**config.mk**
```make
export PLATFORM = sky130hd
export DESIGN_NAME = ram_fill_scan_flat
export DESIGN_NICKNAME = d
export VERILOG_FILES = /design/src/rtl/ram_fill_scan_pkg.sv /design/src/rtl/ram_fill_scan_if.sv /design/src/rtl/ram_fill_scan_sync_ram.sv /design/src/rtl/ram_fill_scan.sv /design/src/flat_wrapper.sv
export SDC_FILE = /design/constraint.sdc
export NUM_CORES = 1
export LEC_CHECK = 0
export ABC_AREA = 0
export CORE_MARGIN = 10
export CORE_UTILIZATION = 65
export DETAILED_ROUTE_END_ITERATION = 7
export PLACE_DENSITY_LB_ADDON = 0.05
export SYNTH_ARGS = -nofsm -noshare
export SYNTH_HDL_FRONTEND = slang
export SYNTH_HIERARCHICAL = 1
export SYNTH_SLANG_ARGS = --single-unit
```
**constraint.sdc**
```tcl
create_clock -name clock -period 5.96 [get_ports clock]
set_input_delay 1.192 -clock clock [delete_from_list [all_inputs] [get_ports clock]]
set_output_delay 1.192 -clock clock [all_outputs]
set_load 0.02 [all_outputs]
```
**src/rtl/ram_fill_scan_pkg.sv**
```systemverilog
// Shared definitions for the fill/scan RAM block: controller states and default geometry.
package ram_fill_scan_pkg;

    // Default geometry of the front-panel memory (32 words of 8 bits).
    localparam int unsigned DefDataW = 8;
    localparam int unsigned DefAddrW = 5;

    // Controller states; encodings are fixed so they can be probed on a debug header.
    typedef enum logic [1:0] {
        StIdle     = 2'd0,
        StFill     = 2'd1,
        StScan     = 2'd2,
        StScanLast = 2'd3
    } state_e;

endpackage

```
**src/rtl/ram_fill_scan_if.sv**
```systemverilog
// Bus bundle between the front panel (master) and the fill/scan RAM (slave).
interface ram_fill_scan_if
    import ram_fill_scan_pkg::*;
#(
    parameter int unsigned DATA_W = DefDataW,
    parameter int unsigned ADDR_W = DefAddrW
);

    logic                     wr_en;
    logic [ADDR_W-1:0]        addr;
    logic [DATA_W-1:0]        din;
    logic                     fill_start;
    logic [DATA_W-1:0]        fill_val;
    logic                     scan_start;
    logic [DATA_W-1:0]        dout;
    logic                     busy;
    logic                     done;
    logic [DATA_W+ADDR_W-1:0] sum;
    logic [ADDR_W-1:0]        cur_addr;

    modport master (
        output wr_en, addr, din, fill_start, fill_val, scan_start,
        input  dout, busy, done, sum, cur_addr
    );

    modport slave (
        input  wr_en, addr, din, fill_start, fill_val, scan_start,
        output dout, busy, done, sum, cur_addr
    );

endinterface

```
**src/rtl/ram_fill_scan_sync_ram.sv**
```systemverilog
// Inferred single-port RAM with a registered read port that returns old data on a
// same-address write. Only the output register is reset; the array keeps its contents.
module ram_fill_scan_sync_ram #(
    parameter int unsigned DATA_W = 8,
    parameter int unsigned ADDR_W = 5
) (
    input  logic              clock,
    input  logic              reset,
    input  logic              we,
    input  logic              re,
    input  logic [ADDR_W-1:0] addr,
    input  logic [DATA_W-1:0] wdata,
    output logic [DATA_W-1:0] rdata
);

    localparam int unsigned Depth = 2 ** ADDR_W;

    logic [DATA_W-1:0] mem [Depth];

    // Array write; no reset so contents survive a board reset.
    always_ff @(posedge clock) begin
        if (we) begin
            mem[addr] <= wdata;
        end
    end

    // Registered read; sampling before the write lands gives old-data behaviour.
    always_ff @(posedge clock) begin
        if (reset) begin
            rdata <= '0;
        end else if (re) begin
            rdata <= mem[addr];
        end
    end

endmodule

```
**src/rtl/ram_fill_scan.sv**
```systemverilog
// Single-port RAM with a controller offering manual access plus FILL (write one value to
// every word) and SCAN (sum every word). The address/data muxes and the FSM live here.
module ram_fill_scan
    import ram_fill_scan_pkg::*;
#(
    parameter int unsigned DATA_W = DefDataW,
    parameter int unsigned ADDR_W = DefAddrW
) (
    input  logic            clock,
    input  logic            reset,
    ram_fill_scan_if.slave  bus
);

    localparam int unsigned    SumW     = DATA_W + ADDR_W;
    localparam logic [ADDR_W-1:0] LastAddr = '1;

    state_e              state_q, state_d;
    logic [ADDR_W-1:0]   addr_cnt_q, addr_cnt_d;
    logic [DATA_W-1:0]   fill_val_q, fill_val_d;
    logic [SumW-1:0]     sum_q, sum_d;
    logic                done_q, done_d;

    logic                ram_we;
    logic                ram_re;
    logic [ADDR_W-1:0]   ram_addr;
    logic [DATA_W-1:0]   ram_wdata;
    logic [DATA_W-1:0]   ram_rdata;
    logic [SumW-1:0]     rdata_ext;

    assign rdata_ext = {{ADDR_W{1'b0}}, ram_rdata};

    // Next-state, engine counter, accumulator and RAM port muxing.
    always_comb begin
        state_d    = state_q;
        addr_cnt_d = addr_cnt_q;
        fill_val_d = fill_val_q;
        sum_d      = sum_q;
        done_d     = 1'b0;
        ram_we     = 1'b0;
        ram_re     = 1'b0;
        ram_addr   = bus.addr;
        ram_wdata  = bus.din;

        unique case (state_q)
            StIdle: begin
                // Manual port; a start on the same edge still lets the write through.
                ram_we     = bus.wr_en;
                ram_re     = 1'b1;
                addr_cnt_d = '0;
                if (bus.fill_start) begin
                    state_d    = StFill;
                    fill_val_d = bus.fill_val;
                end else if (bus.scan_start) begin
                    state_d = StScan;
                    sum_d   = '0;
                end
            end
            StFill: begin
                ram_we    = 1'b1;
                ram_addr  = addr_cnt_q;
                ram_wdata = fill_val_q;
                if (addr_cnt_q == LastAddr) begin
                    state_d    = StIdle;
                    done_d     = 1'b1;
                    addr_cnt_d = '0;
                end else begin
                    addr_cnt_d = addr_cnt_q + 1'b1;
                end
            end
            StScan: begin
                ram_re   = 1'b1;
                ram_addr = addr_cnt_q;
                // Read data trails the address by one edge; the first edge has nothing yet.
                if (addr_cnt_q != '0) begin
                    sum_d = sum_q + rdata_ext;
                end
                if (addr_cnt_q == LastAddr) begin
                    state_d = StScanLast;
                end else begin
                    addr_cnt_d = addr_cnt_q + 1'b1;
                end
            end
            StScanLast: begin
                // Fold in the last word; dout keeps showing it.
                sum_d      = sum_q + rdata_ext;
                state_d    = StIdle;
                done_d     = 1'b1;
                addr_cnt_d = '0;
            end
            default: begin
                state_d = StIdle;
            end
        endcase

        // Reset beats every write source, manual or engine.
        if (reset) begin
            ram_we = 1'b0;
        end
    end

    // Controller state registers with synchronous reset.
    always_ff @(posedge clock) begin
        if (reset) begin
            state_q    <= StIdle;
            addr_cnt_q <= '0;
            fill_val_q <= '0;
            sum_q      <= '0;
            done_q     <= 1'b0;
        end else begin
            state_q    <= state_d;
            addr_cnt_q <= addr_cnt_d;
            fill_val_q <= fill_val_d;
            sum_q      <= sum_d;
            done_q     <= done_d;
        end
    end

    ram_fill_scan_sync_ram #(
        .DATA_W (DATA_W),
        .ADDR_W (ADDR_W)
    ) u_ram (
        .clock (clock),
        .reset (reset),
        .we    (ram_we),
        .re    (ram_re),
        .addr  (ram_addr),
        .wdata (ram_wdata),
        .rdata (ram_rdata)
    );

    assign bus.dout     = ram_rdata;
    assign bus.busy     = (state_q != StIdle);
    assign bus.done     = done_q;
    assign bus.sum      = sum_q;
    assign bus.cur_addr = addr_cnt_q;

endmodule
```
**src/flat_wrapper.sv**
```systemverilog
// flat-port wrapper written by rule: the top's interface ports become plain ports
module ram_fill_scan_flat import ram_fill_scan_pkg::*;
#(
    parameter int unsigned DATA_W = DefDataW,
    parameter int unsigned ADDR_W = DefAddrW
)
  (clock, reset, bus_wr_en, bus_addr, bus_din, bus_fill_start, bus_fill_val, bus_scan_start, bus_dout, bus_busy, bus_done, bus_sum, bus_cur_addr);
  ram_fill_scan_if #(.DATA_W(DATA_W), .ADDR_W(ADDR_W)) bus_i ();
  input  logic clock;
  input  logic reset;
  input wire logic [$bits(bus_i.wr_en)-1:0] bus_wr_en;
  input wire logic [$bits(bus_i.addr)-1:0] bus_addr;
  input wire logic [$bits(bus_i.din)-1:0] bus_din;
  input wire logic [$bits(bus_i.fill_start)-1:0] bus_fill_start;
  input wire logic [$bits(bus_i.fill_val)-1:0] bus_fill_val;
  input wire logic [$bits(bus_i.scan_start)-1:0] bus_scan_start;
  output wire logic [$bits(bus_i.dout)-1:0] bus_dout;
  output wire logic [$bits(bus_i.busy)-1:0] bus_busy;
  output wire logic [$bits(bus_i.done)-1:0] bus_done;
  output wire logic [$bits(bus_i.sum)-1:0] bus_sum;
  output wire logic [$bits(bus_i.cur_addr)-1:0] bus_cur_addr;
  assign bus_i.wr_en = bus_wr_en;
  assign bus_i.addr = bus_addr;
  assign bus_i.din = bus_din;
  assign bus_i.fill_start = bus_fill_start;
  assign bus_i.fill_val = bus_fill_val;
  assign bus_i.scan_start = bus_scan_start;
  assign bus_dout = bus_i.dout;
  assign bus_busy = bus_i.busy;
  assign bus_done = bus_i.done;
  assign bus_sum = bus_i.sum;
  assign bus_cur_addr = bus_i.cur_addr;
  ram_fill_scan #(.DATA_W(DATA_W), .ADDR_W(ADDR_W)) u_core (.clock(clock), .reset(reset), .bus(bus_i));
endmodule
```
==> Yosys cells after proc, flatten, opt, wreduce, memory -nomap -nowiden <==
Memories as Yosys holds them, arrays and structs flattened. A register that Yosys moved wholly into a read port is not among the register bits.
Index checks and enable logic that the tools add are counted.
{ "word_totals": {"mem_bits_rw": 256, "mem_count": 1, "output_inout_bits": 28, "input_bits": 26, "register_bits": 29} }
{ "memory_table": {"columns": ["memory", "words", "word_bits", "rd", "rd_clocked_by_memory_dff", "write_ports", "line_no", "text"], "rows": [
  ["u_core.u_ram.mem", 32, 8, 1, 1, 1, "ram_fill_scan_sync_ram.sv:18", "logic [DATA_W-1:0] mem [Depth];"]
]} }
{ "classes": {"reduce_logical": 10, "n_mux": 21, "eq_ne": 11, "add_sub_neg": 2} }
{ "ops": {"columns": ["cell", "count"], "rows": [
  ["$mux 13", 3],
  ["$pmux 13 s3", 1],
  ["$mux 5", 3],
  ["$pmux 5 s3", 1],
  ["$add 13x8->13", 1],
  ["$mux 2", 4],
  ["$mux 8", 1],
  ["$pmux 2 s4", 1],
  ["$ne 2x1->1 const B", 3],
  ["$ne 2x2->1 const B", 3],
  ["$reduce_or 2->1", 3],
  ["$add 5x1->5 const B", 1],
  ["$eq 5x5->1 const B", 1],
  ["$mux 1", 5],
  ["$reduce_bool 5->1", 1],
  ["$eq 2x2->1 const B", 2],
  ["$pmux 1 s2", 2],
  ["$reduce_and 4->1", 1],
  ["$ne 3x3->1 const B", 1],
  ["$reduce_and 3->1", 1],
  ["$reduce_bool 3->1", 1],
  ["$eq 2x1->1 const B", 1],
  ["$logic_not 2->1", 1],
  ["$reduce_and 2->1", 1],
  ["$reduce_bool 2->1", 1]
]} }

==> Depth between registers and ports, before layout <==
Gate-level depths: netlist of run 1.
{ "depth": {"word_depth": 5, "depth_mapped": 12, "mapped_depth_nobuf": 8} }

==> Modules after synthesis <==
The synthesis of run 1 kept the hierarchy.
{ "modules_own_cells": {"columns": ["mod", "area_each_um2", "seq_area_each_um2", "n_inst", "cells_per_inst"], "rows": [
  ["ram_fill_scan_sync_ram", 10421.2, 7847.5, 1, 515],
  ["ram_fill_scan", 1810.5, 580.6, 1, 218]
]} }

==> Worst setup path after synthesis of run 1 <==
Ideal clock, no wire load.
{ "synth_timing": {"kind": "input to register", "startpoint": "in bus_addr[0]", "endpoint": "mem u_core.u_ram.mem[12][0] (enable)", "path_slack_ps": 2665, "cell_stages": 7, "setup_time_ps": 370, "required_ps": 5590, "t_arrival_ps": 2925, "cell_sequence": "mux2_2 > buf_6 > buf_8 > buf_6 > or3b_2 > buf_2 > nor2_1"} }
{ "synth_via": {"elab_chain_cells": 1} }
{ "synth_lines": {"columns": ["element", "line_no", "text"], "rows": [
  ["start: declaration", "flat_wrapper.sv:12", "input wire logic [$bits(bus_i.addr)-1:0] bus_addr;"],
  ["$mux 5", "ram_fill_scan.sv:44", "unique case (state_q)"],
  ["end: declaration", "ram_fill_scan_sync_ram.sv:18", null]
]} }
Every way passes these cells.

==> Worst setup path in the final report of run 1 <==
{ "layout_timing": {"startpoint": "in bus_addr[1]", "endpoint": "mem u_core.u_ram.mem[19][2] (enable)"} }
{ "layout_via": {"elab_chain_cells": 1} }
{ "layout_lines": {"columns": ["element", "line_no", "text"], "rows": [
  ["$mux 5", "ram_fill_scan.sv:44", null],
  ["via u_core.ram_addr[1]", "ram_fill_scan.sv:25", "logic [ADDR_W-1:0] ram_addr;"]
]} }
The timed path passes the listed nets, and every way through them passes these cells.

==> results of run 1 <==
layer usage:
metal,track usage [%],part of all wire (%),wire [µm]
met1,32.5,39,11300
met2,37.2,48,13700
met3,4.20,9.5,2750
met4,8.82,3.7,1060
met5,0,0,0
power breakdown:
group | internal [mW] | total, mW | switching [mW] | leakage, nW
Sequential | 2.46 | 2.52 | 0.0651 | 2.61
Combinational | 0.720 | 1.90 | 1.18 | 1.41
Clock | 1.26 | 2.02 | 0.758 | 0.527
Total | 4.44 | 6.44 | 2.00 | 4.55
flip-flops by register name, indices dropped and copies added, names as in the netlist:
register	cells
u_core/u_ram/mem	256
u_core/u_ram/rdata	8
u_core/bus.cur_addr	5
u_core/fill_val_q	8
u_core/bus.done	1
u_core/bus.sum	13
u_core/state_q	2
cell usage in the layout, fill, tap and decap left out, types with 5 or more instances in the layout:
master / count
nor3_1: 7
a31oi_1: 6
inv_1: 10
mux4_2: 39
mux2i_1: 22
a22oi_1: 16
o21ai_0: 7
nor2_1: 61
nand3_1: 16
bufinv_16: 8
edfxtp_1: 256
mux2_2: 20
clkdlybuf4s50_1: 53
a21oi_1: 25
clkbuf_16: 29
ha_1: 15
or2_2: 5
nand2_1: 41
mux4_1: 11
dfxtp_1: 37
a211oi_1: 7
how the worst min path moves through the flow:
stage | startpoint | to | cells past startpoint | slack [ns]
3_3_place_gp | u_core/fill_val_q[5] | u_core/fill_val_q[5] | 2 | 0.44
5_1_grt | u_core/fill_val_q[6] | u_core/fill_val_q[6] | 2 | 0.47
2_1_floorplan | u_core/fill_val_q[0] | u_core/fill_val_q[0] | 2 | 0.43
6_report | u_core/fill_val_q[6] | u_core/fill_val_q[6] | 2 | 0.46
3_5_place_dp | u_core/fill_val_q[6] | u_core/fill_val_q[6] | 2 | 0.45
4_1_cts | u_core/fill_val_q[6] | u_core/fill_val_q[6] | 2 | 0.46
stage by stage:
stage | utilization, % | cells | setup slack, ns | hold slack [ns]
4_1_cts | 74.9 | 1041 | 2.21 | 0.458
6_report | 74.9 | 1041 | 2.17 | 0.459
5_1_grt | 74.9 | 1041 | 2.03 | 0.472
2_1_floorplan | - | 733 | 2.67 | 0.433
3_5_place_dp | 69.1 | 987 | 1.64 | 0.447
3_3_place_gp | 69.1 | 987 | 1.70 | 0.440
critical path: cells and delay by family:
family	cells	cell delay (ns)
and+or+nand+nor	2	1.53
muxes	1	0.75
buffers and inverters	1	0.46
cells by family after synthesis:
logic type	after synthesis	synth area share, %
fa+ha+maj	16	1.70
mux	94	13.4
compound gates	106	6.25
flops	293	68.9
simple gates	170	6.97
xor+xnor	6	0.430
buf+inv	48	2.38
area by class of cell:
cell class / instances / area, µm²
clock buffers: 34 / 754
clock inverters: 20 / 320
fillers: 1071 / 4660
inverters: 11 / 43.8
multi-input cells: 392 / 3520
flip-flops and latches: 293 / 8430
well taps: 234 / 293
repair buffers: 57 / 561
==> summary.txt, run 1 <==
Run status
  • Status: finished, final reports clean

Critical path
  • CP max FO: 59
  • R2R cell count: 6
  • Critical Path RT: 6.12 ns
  • CP endpoint kind: register
  • Slowest-stage cell, CP: nor2_1
  • Crit. Startpoint: bus_addr[1]
  • R2r startpoint: u_core/state_q[0]
  • Critical-path cell list: clkdlybuf4s50_1, mux2_4, nand3_1, nor2_1
  • RR Endpoint: u_core/u_ram/mem[1][5]
  • WP data arrival: 3.95 ns
  • Max incr delay on CP: 0.81 ns
  • Crit start category: input pin
  • WS Path Type: in -> reg
  • R2R setup slack: 2.23 ns
  • CP endpoint: u_core/u_ram/mem[19][2]

Floorplan
  • Initial Utilization: 65.8%
  • IO Count: 54
  • Num rows: 50
  • Die Area: 24700 µm²
  • Die Ht: 157 µm
  • Core Region: 18600 µm²
  • Die Width: 157 µm

Logic synthesis
  • Synth Flop Type: edfxtp_1
  • Synthesized flop and latch total: 293
  • Total of warnings raised by yosys: 6
  • Syn Nets: 775
  • Fraction of registers with async set/reset: 0%
  • Share of the synthesized area in the top cell type: 62.8%
  • Number of synthesized flops with an enable pin: 256
  • Commonest cells in the netlist: edfxtp_1 (256), nor2_1 (61), nand2_1 (41)
  • Yosys cell types: 75
  • Mapped Cells: 733
  • Cell type with the highest aggregate area in the netlist: edfxtp_1
  • Top cells by area, synth: edfxtp_1 (63%), mux4_2 (7.2%), dfxtp_1 (6.1%)
  • Register area share after synthesis: 68.9%
  • Most instantiated library cell after synthesis: edfxtp_1
  • Mean Syn Cell Area: 16.7 µm²
  • Mapped Area: 12200 µm²

Cells and area
  • Layout cells sized above 1: 16.0%
  • Synth-to-layout area growth: 13.8%
  • Post-route cell area: 13900 µm²
  • Ant. Diodes: 0
  • Final nets: 826

Place
  • Placer congestion estimate: 0.908
  • Post-DP Area: 12800 µm²
  • HPWL after DPL: 18700 µm
  • PortBufs: 53

Timing
  • Final setup fails: 0
  • Final min period: 3.79 ns
  • Clk_skew: 0.0157 ns
  • Final Hold Viols: 0
  • Setup TNS: 0 ns
  • Tcrit/Tclk final: 63.5%
  • Rel. slew slack: 35.0%
  • Tightest Pin Transition: 0.966 ns
  • Max-slew violation count: 0
  • Unrepaired setup endpoints after global routing: false
  • Fmax: 264 MHz

Global routing
  • Largest net degree at the start of global routing: 60
  • Initial antenna violation count: 0
  • GR Util All Layers: 23.6%
  • First-pass GRT wire length: 43200 µm
  • Vias in the first global route: 6951
  • Gr ovfl total: 0

Route
  • Via density: 6.80
  • Routed WL: 28800 µm
  • WL/cell: 27.7 µm
  • Pre-antenna DRT Iters: 5
  • Antenna-violating nets left: 0
  • Initial DRC Count: 824
  • Routed via count: 7076
  • DRC: 0

Clock network
  • TritonCTS Buffers: 29
  • CTS clock-pin slew for the worst setup and hold paths: 0.06 ns
  • Setup bufs post-CTS: 0
  • CTS tree: yes
  • Clk_lat worst skew: 0.55 ns
  • CTS max path bufs: 3
  • Hold buffers post-CTS: 0
  • CTS root buffer: clkbuf_16
  • Post-cts sizing count: 0
  • Clk sinks: 293
  • H-tree lvl count: 1

Job
  • Max_cap viols: 0

Power
  • Pwr dens: 463 nW/µm²
  • Power Total: 6.44 mW
  • P_leak: 4.55 nW
  • IR drop worst, VDD: 0.316 mV

Min path
  • HP Class: reg -> reg
(Power assumes the default switching activity.)
==> run 2: changes to the inputs <==
Settings changed: CORE_UTILIZATION 65 to 60.
Clock period 5.96 ns to 3.8 ns, I/O delays scaled along.
==> summary.txt, run 2 (synthesis gave the netlist of run 1 again) <==
Cells and area
  • Post-route cell area: 14300 µm² (was 13900 µm²)
  • Ant. Diodes: 0 (unchanged)
  • Max FFs per register: 256 (unchanged)
  • Final nets: 872 (was 826)
  • Layout cells sized above 1: 20.3% (was 16.0%)
  • Most frequent cells in the layout: edfxtp_1 (256), nor2_1 (61), clkdlybuf4s50_1 (53) (unchanged)
  • Commonest non-fill, non-tap cell in the layout: edfxtp_1 (unchanged)
  • Layout Utilization: 70.8% (was 74.9%)
  • Largest reg by FF count: u_core/u_ram/mem (unchanged)
  • Synth-to-layout area growth: 16.7% (was 13.8%)

Route
  • Antenna-violating nets left: 0 (unchanged)
  • Pre-antenna DRT Iters: 5 (unchanged)
  • WL/cell: 25.9 µm (was 27.7 µm)
  • DRC: 0 (unchanged)
  • Routed WL: 29100 µm (was 28800 µm)
  • Initial DRC Count: 792 (was 824)
  • Via density: 6.47 (was 6.80)
  • Routed via count: 7257 (was 7076)

Floorplan
  • Initial Utilization: 60.6% (was 65.8%)
  • Num rows: 52 (was 50)
  • Die Area: 26500 µm² (was 24700 µm²)
  • Die Width: 163 µm (was 157 µm)
  • Die Ht: 163 µm (was 157 µm)
  • IO Count: 54 (unchanged)
  • Core Region: 20200 µm² (was 18600 µm²)

Power
  • Switching part of the total: 31.5% (was 31.1%)
  • Pwr dens: 709 nW/µm² (was 463 nW/µm²)
  • IR drop worst, VDD: 0.616 mV (was 0.316 mV)
  • Register share of total power: 39.1% (was 39.2%)
  • Switching power: 3.19 mW (was 2.00 mW)
  • Internal power: 6.93 mW (was 4.44 mW)
  • P_leak: 4.76 nW (was 4.55 nW)
  • Part of the power in the clock network: 30.0% (was 31.3%)
  • Gate power share: 30.8% (was 29.5%)

Critical path
  • CP max FO: 34 (was 59)
  • R2R setup slack: 0.70 ns (was 2.23 ns)
  • Critical Path RT: 4.21 ns (was 6.12 ns)
  • RR Endpoint: u_core/u_ram/rdata[1] (was u_core/u_ram/mem[1][5])
  • R2R cell count: 8 (was 6)
  • CP endpoint kind: register (unchanged)
  • WP data arrival: 3.51 ns (was 3.95 ns)
  • WS Path Type: reg -> reg (was in -> reg)
  • Crit start category: register (was input pin)
  • R2r startpoint: u_core/state_q[0] (unchanged)

Global routing
  • First-pass GRT wire length: 43900 µm (was 43200 µm)
  • GR Util All Layers: 21.7% (was 23.6%)
  • Gr ovfl total: 0 (unchanged)
  • Vias in the first global route: 7280 (was 6951)
  • Initial antenna violation count: 0 (unchanged)
  • Largest net degree at the start of global routing: 35 (was 60)

Place
  • Placement Setup Slack: 0.514 ns (was 1.64 ns)
  • Post-DP Area: 13200 µm² (was 12800 µm²)
  • PortBufs: 53 (unchanged)
  • Placer congestion estimate: 0.945 (was 0.908)
  • HPWL after DPL: 19400 µm (was 18700 µm)

Min path
  • Worst Hold End: u_core/fill_val_q[5] (was u_core/fill_val_q[6])
  • Hold Crit Depth: 2 (unchanged)
  • HP Class: reg -> reg (unchanged)
  • Hold Crit Start: u_core/fill_val_q[5] (was u_core/fill_val_q[6])

Job
  • Max_cap viols: 0 (unchanged)

Clock network
  • CTS clock-pin slew for the worst setup and hold paths: 0.06 ns (about the same)
  • Post-cts sizing count: 0 (unchanged)
  • Setup bufs post-CTS: 0 (unchanged)
  • Clk sinks: 293 (unchanged)
  • CTS max path bufs: 3 (unchanged)
  • H-tree lvl count: 1 (unchanged)
  • Clk_lat worst skew: 0.54 ns (was 0.55 ns)
  • CTS tree: yes (unchanged)
  • Hold buffers post-CTS: 0 (unchanged)
  • TritonCTS Buffers: 29 (unchanged)
  • CTS root buffer: clkbuf_16 (unchanged)

Timing
  • Unrepaired setup endpoints after global routing: false (unchanged)
  • Post-route setup slack: 0.702 ns (was 2.17 ns)
  • Final min period: 3.10 ns
  • Rel. slew slack: 36.7% (was 35.0%)
  • Final setup fails: 0 (unchanged)
  • Max-slew violation count: 0 (unchanged)
  • Fmax: 323 MHz
  • Hold WS: 0.456 ns (was 0.459 ns)
  • Setup TNS: 0 ns (unchanged)
  • Tcrit/Tclk final: 81.5%
  • Tightest Pin Transition: 0.941 ns (was 0.966 ns)
  • Clk_skew: 0.00923 ns (was 0.0157 ns)
  • Final Hold Viols: 0 (unchanged)

Run status
  • Status: finished, final reports clean (unchanged)
run 2: cell count changes in the layout (fill, tap and decap cells not counted), moves of 2 or more:
cell	delta
buf_4	+45
clkbuf_1	-3
clkinvlp_4	+4
clkinv_4	-2
clkinv_1	+3
inv_6	-2
run 2: per-stage QoR:
step           total power [mW]  cells
2_1_floorplan              6.16    733
3_3_place_gp               7.04   1069
3_5_place_dp               7.10   1069
4_1_cts                    10.1   1121
5_1_grt                    10.5   1121
6_report                   10.1   1121
run 2: cell type report:
| cell class | instances | area [µm²] |
|---|---|---|
| timing repair buffer | 103 | 918 |
| clock inverter | 22 | 297 |
| fill | 1312 | 5900 |
| inverter | 11 | 43.8 |
| sequential | 293 | 8430 |
| multi-input combinational | 392 | 3520 |
| clock buffer | 30 | 729 |
| tap | 270 | 338 |
run 2: worst max path at each step:
| stage | cells past startpoint | from | endpoint | slack [ns] |
|---|---|---|---|---|
| after floorplan | 10 | u_core/state_q[0] | u_core/u_ram/mem[12][0] | 0.77 |
| after global placement | 8 | bus_addr[1] | u_core/u_ram/rdata[6] | 0.52 |
| after detailed placement | 8 | bus_addr[1] | u_core/u_ram/rdata[6] | 0.51 |
| after CTS | 8 | u_core/state_q[0] | u_core/u_ram/rdata[1] | 0.71 |
| after global routing | 8 | u_core/state_q[0] | u_core/u_ram/rdata[1] | 0.53 |
| final | 8 | u_core/state_q[0] | u_core/u_ram/rdata[1] | 0.70 |
run 2: critical path, stage by stage, from the launching register on:
cell,delay [ns]
dfxtp_1,0.39
inv_1,0.09
ha_1,0.47
mux2_4,0.56
buf_4,0.32
mux4_2,0.52
a22o_1,0.24
a211oi_1,0.23
a311oi_1,0.13
run 2: power by group through the flow:
stage | clock network [mW] | registers (mW) | logic (mW)
after CTS | 3.08 | 3.96 | 3.09
final | 3.04 | 3.96 | 3.12
after floorplan | 0 | 4.02 | 2.13
after detailed placement | 0 | 4.03 | 3.08
after global placement | 0 | 4.02 | 3.03
after global routing | 3.22 | 3.97 | 3.30
run 2: routing by layer:
metal | track usage, % | routed length, µm | vias to the layer above | part of all wire (%)
li1 | - | - | 3121 | -
met1 | 28.9 | 11600 | 3699 | 40
met2 | 35.3 | 14100 | 376 | 48
met3 | 4.27 | 2500 | 61 | 8.6
met4 | 7.50 | 939 | 0 | 3.2
met5 | 0 | 0 | - | 0
==> run 3: changes to the inputs <==
Clock period 3.8 ns to 3.1 ns, I/O delays scaled along.
==> summary.txt, run 3 (synthesis gave the netlist of run 1 again) <==
Timing
  • Final Hold Viols: 0 (unchanged)
  • Fmax: 342 MHz (was 323 MHz)
  • Rel. slew slack: 48.9% (was 36.7%)
  • Setup TNS: 0 ns (unchanged)
  • Tightest Pin Transition: 0.767 ns (was 0.941 ns)
  • Final setup fails: 0 (unchanged)
  • Tcrit/Tclk final: 94.2% (was 81.5%)
  • Post-route setup slack: 0.179 ns (was 0.702 ns)
  • Unrepaired setup endpoints after global routing: false (unchanged)
  • Clk_skew: 0.00898 ns (was 0.00923 ns)
  • Max-slew violation count: 0 (unchanged)
  • Final min period: 2.92 ns (was 3.10 ns)

Power
  • Pwr dens: 867 nW/µm² (was 709 nW/µm²)
  • IR drop worst, VDD: 0.486 mV (was 0.616 mV)
  • P_leak: 4.87 nW (was 4.76 nW)
  • Power Total: 12.5 mW (was 10.1 mW)

Floorplan
  • Die Width: 163 µm (unchanged)
  • Die Ht: 163 µm (unchanged)
  • Num rows: 52 (unchanged)
  • Die Area: 26500 µm² (unchanged)
  • Core Region: 20200 µm² (unchanged)
  • Initial Utilization: 60.6% (unchanged)
  • IO Count: 54 (unchanged)

Critical path
  • WP data arrival: 3.36 ns (was 3.51 ns)
  • CP Depth: 9 (was 8)
  • Critical-path cell list: inv_1, ha_1, mux2_2, buf_4, nor3b_2, nand2_1, o22ai_1, a211oi_1, a311oi_1 (was inv_1, ha_1, mux2_4, buf_4, mux4_2, a22o_1, a211oi_1, a311oi_1)
  • R2r startpoint: u_core/state_q[0] (unchanged)
  • Crit path buffers/inverters: 2 (unchanged)
  • Crit start category: register (unchanged)
  • R2R setup slack: 0.18 ns (was 0.70 ns)
  • R2R cell count: 9 (was 8)
  • Max incr delay on CP: 0.56 ns (about the same)
  • CP max FO: 19 (was 34)
  • Slowest-stage cell, CP: mux2_2 (was mux2_4)
  • Critical Path RT: 3.53 ns (was 4.21 ns)
  • RR Endpoint: u_core/u_ram/rdata[0] (was u_core/u_ram/rdata[1])
  • WS Path Type: reg -> reg (unchanged)
  • CP endpoint kind: register (unchanged)
  • Critical path's top delay family: compound AO/OA/AOI/OAI gates (was multiplexers)

Cells and area
  • Commonest non-fill, non-tap cell in the layout: edfxtp_1 (unchanged)
  • Layout Utilization: 71.6% (was 70.8%)
  • Most frequent cells in the layout: edfxtp_1 (256), buf_4 (66), nor2_1 (61) (was edfxtp_1 (256), nor2_1 (61), clkdlybuf4s50_1 (53))
  • Max FFs per register: 256 (unchanged)
  • Layout cells sized above 1: 21.7% (was 20.3%)
  • Filler cells: 1273 (was 1312)
  • Synth-to-layout area growth: 18.0% (was 16.7%)
  • Largest reg by FF count: u_core/u_ram/mem (unchanged)
  • Ant. Diodes: 0 (unchanged)
  • Final nets: 893 (was 872)

Global routing
  • Initial antenna violation count: 0 (unchanged)
  • First-pass GRT wire length: 44600 µm (was 43900 µm)
  • GR Util All Layers: 22.1% (was 21.7%)
  • Gr ovfl total: 0 (unchanged)
  • Vias in the first global route: 7331 (was 7280)
  • Largest net degree at the start of global routing: 34 (was 35)

Route
  • Pre-antenna DRT Iters: 5 (unchanged)
  • WL/cell: 25.6 µm (was 25.9 µm)
  • Initial DRC Count: 599 (was 792)
  • Antenna-violating nets left: 0 (unchanged)
  • DRC: 0 (unchanged)
  • Routed WL: 29200 µm (was 29100 µm)
  • Routed via count: 7174 (was 7257)
  • Via density: 6.29 (was 6.47)

Run status
  • Status: finished, final reports clean (unchanged)

Min path
  • Hold Crit Start: u_core/fill_val_q[4] (was u_core/fill_val_q[5])
  • HP Class: reg -> reg (unchanged)
  • Hold Crit Depth: 2 (unchanged)
  • Worst Hold End: u_core/fill_val_q[4] (was u_core/fill_val_q[5])

Clock network
  • Clk sinks: 293 (unchanged)
  • Clk_lat worst skew: 0.53 ns (was 0.54 ns)
  • H-tree lvl count: 1 (unchanged)
  • Setup bufs post-CTS: 0 (unchanged)
  • TritonCTS Buffers: 29 (unchanged)
  • CTS max path bufs: 3 (unchanged)
  • CTS tree: yes (unchanged)
  • CTS root buffer: clkbuf_16 (unchanged)
  • CTS clock-pin slew for the worst setup and hold paths: 0.06 ns (about the same)

Place
  • Placer congestion estimate: 0.973 (was 0.945)
  • PortBufs: 53 (unchanged)
  • Placement Setup Slack: 0.00114 ns (was 0.514 ns)
  • HPWL after DPL: 20300 µm (was 19400 µm)

Job
  • Max_cap viols: 0 (unchanged)
## run 3: changes by cell type in the layout (fill, tap and decap cells not counted), moves of 3 or more
cell and delta:
buf_12 +4, buf_4 +17, clkbuf_1 +3, clkinvlp_4 -4
## run 3: worst register-to-register path: cells and delay by family (launching register included)
kind / cells / cell delay (ns)
mux: 1 / 0.57
buf+inv: 2 / 0.32
simple gates: 2 / 0.34
fa+ha+maj: 1 / 0.50
compound gates: 3 / 0.73
flops: 1 / 0.38
## run 3: worst max-delay path by stage
| stage | slack, ns | startpoint | end |
|---|---|---|---|
| 2_1_floorplan | 0.07 | u_core/state_q[0] | u_core/u_ram/mem[12][0] |
| 3_3_place_gp | -0.0003 | bus_addr[0] | u_core/u_ram/rdata[3] |
| 3_5_place_dp | 0.001 | bus_addr[0] | u_core/u_ram/rdata[3] |
| 4_1_cts | 0.09 | u_core/state_q[0] | u_core/u_ram/rdata[3] |
| 5_1_grt | 0.009 | u_core/state_q[1] | u_core/u_ram/rdata[7] |
| 6_report | 0.18 | u_core/state_q[0] | u_core/u_ram/rdata[0] |
## run 3: final cells by class
type | instances | area, µm² | share of cell area, %
repair buffers | 124 | 1130 | 7.80
inverters | 11 | 43.8 | 0.303
flip-flops and latches | 293 | 8430 | 58.4
clock inverters | 17 | 231 | 1.60
clock buffers | 33 | 741 | 5.13
multi-input cells | 392 | 3520 | 24.4
well taps | 270 | 338 | 2.34
## run 3: metrics by stage
| step | hold WS [ns] | area (µm²) | cells |
|---|---|---|---|
| 2_1_floorplan | 0.433 | 12200 | 733 |
| 3_3_place_gp | 0.440 | 13500 | 1090 |
| 3_5_place_dp | 0.455 | 13500 | 1090 |
| 4_1_cts | 0.466 | 14400 | 1140 |
| 5_1_grt | 0.489 | 14400 | 1140 |
| 6_report | 0.461 | 14400 | 1140 |
## run 3: metal layers
layer / vias up / wire [µm] / GRT usage [%]
met1: 3615 / 12000 / 29.9
met4: 0 / 1070 / 8.73
met3: 63 / 2220 / 3.79
met5: - / 0 / 0
met2: 327 / 14000 / 35.3
li1: 3169 / - / -
## run 3: power by group
group	leakage, nW	internal (mW)	total (mW)	switching [mW]
registers	2.61	4.73	4.84	0.117
clock network	0.476	2.19	3.56	1.36
logic	1.78	1.70	4.11	2.41
## run 3: timing repair
action                                  CTS  global route
resized for setup                         0             1
endpoints found under the setup margin    0             1
hold buffers                              0             0
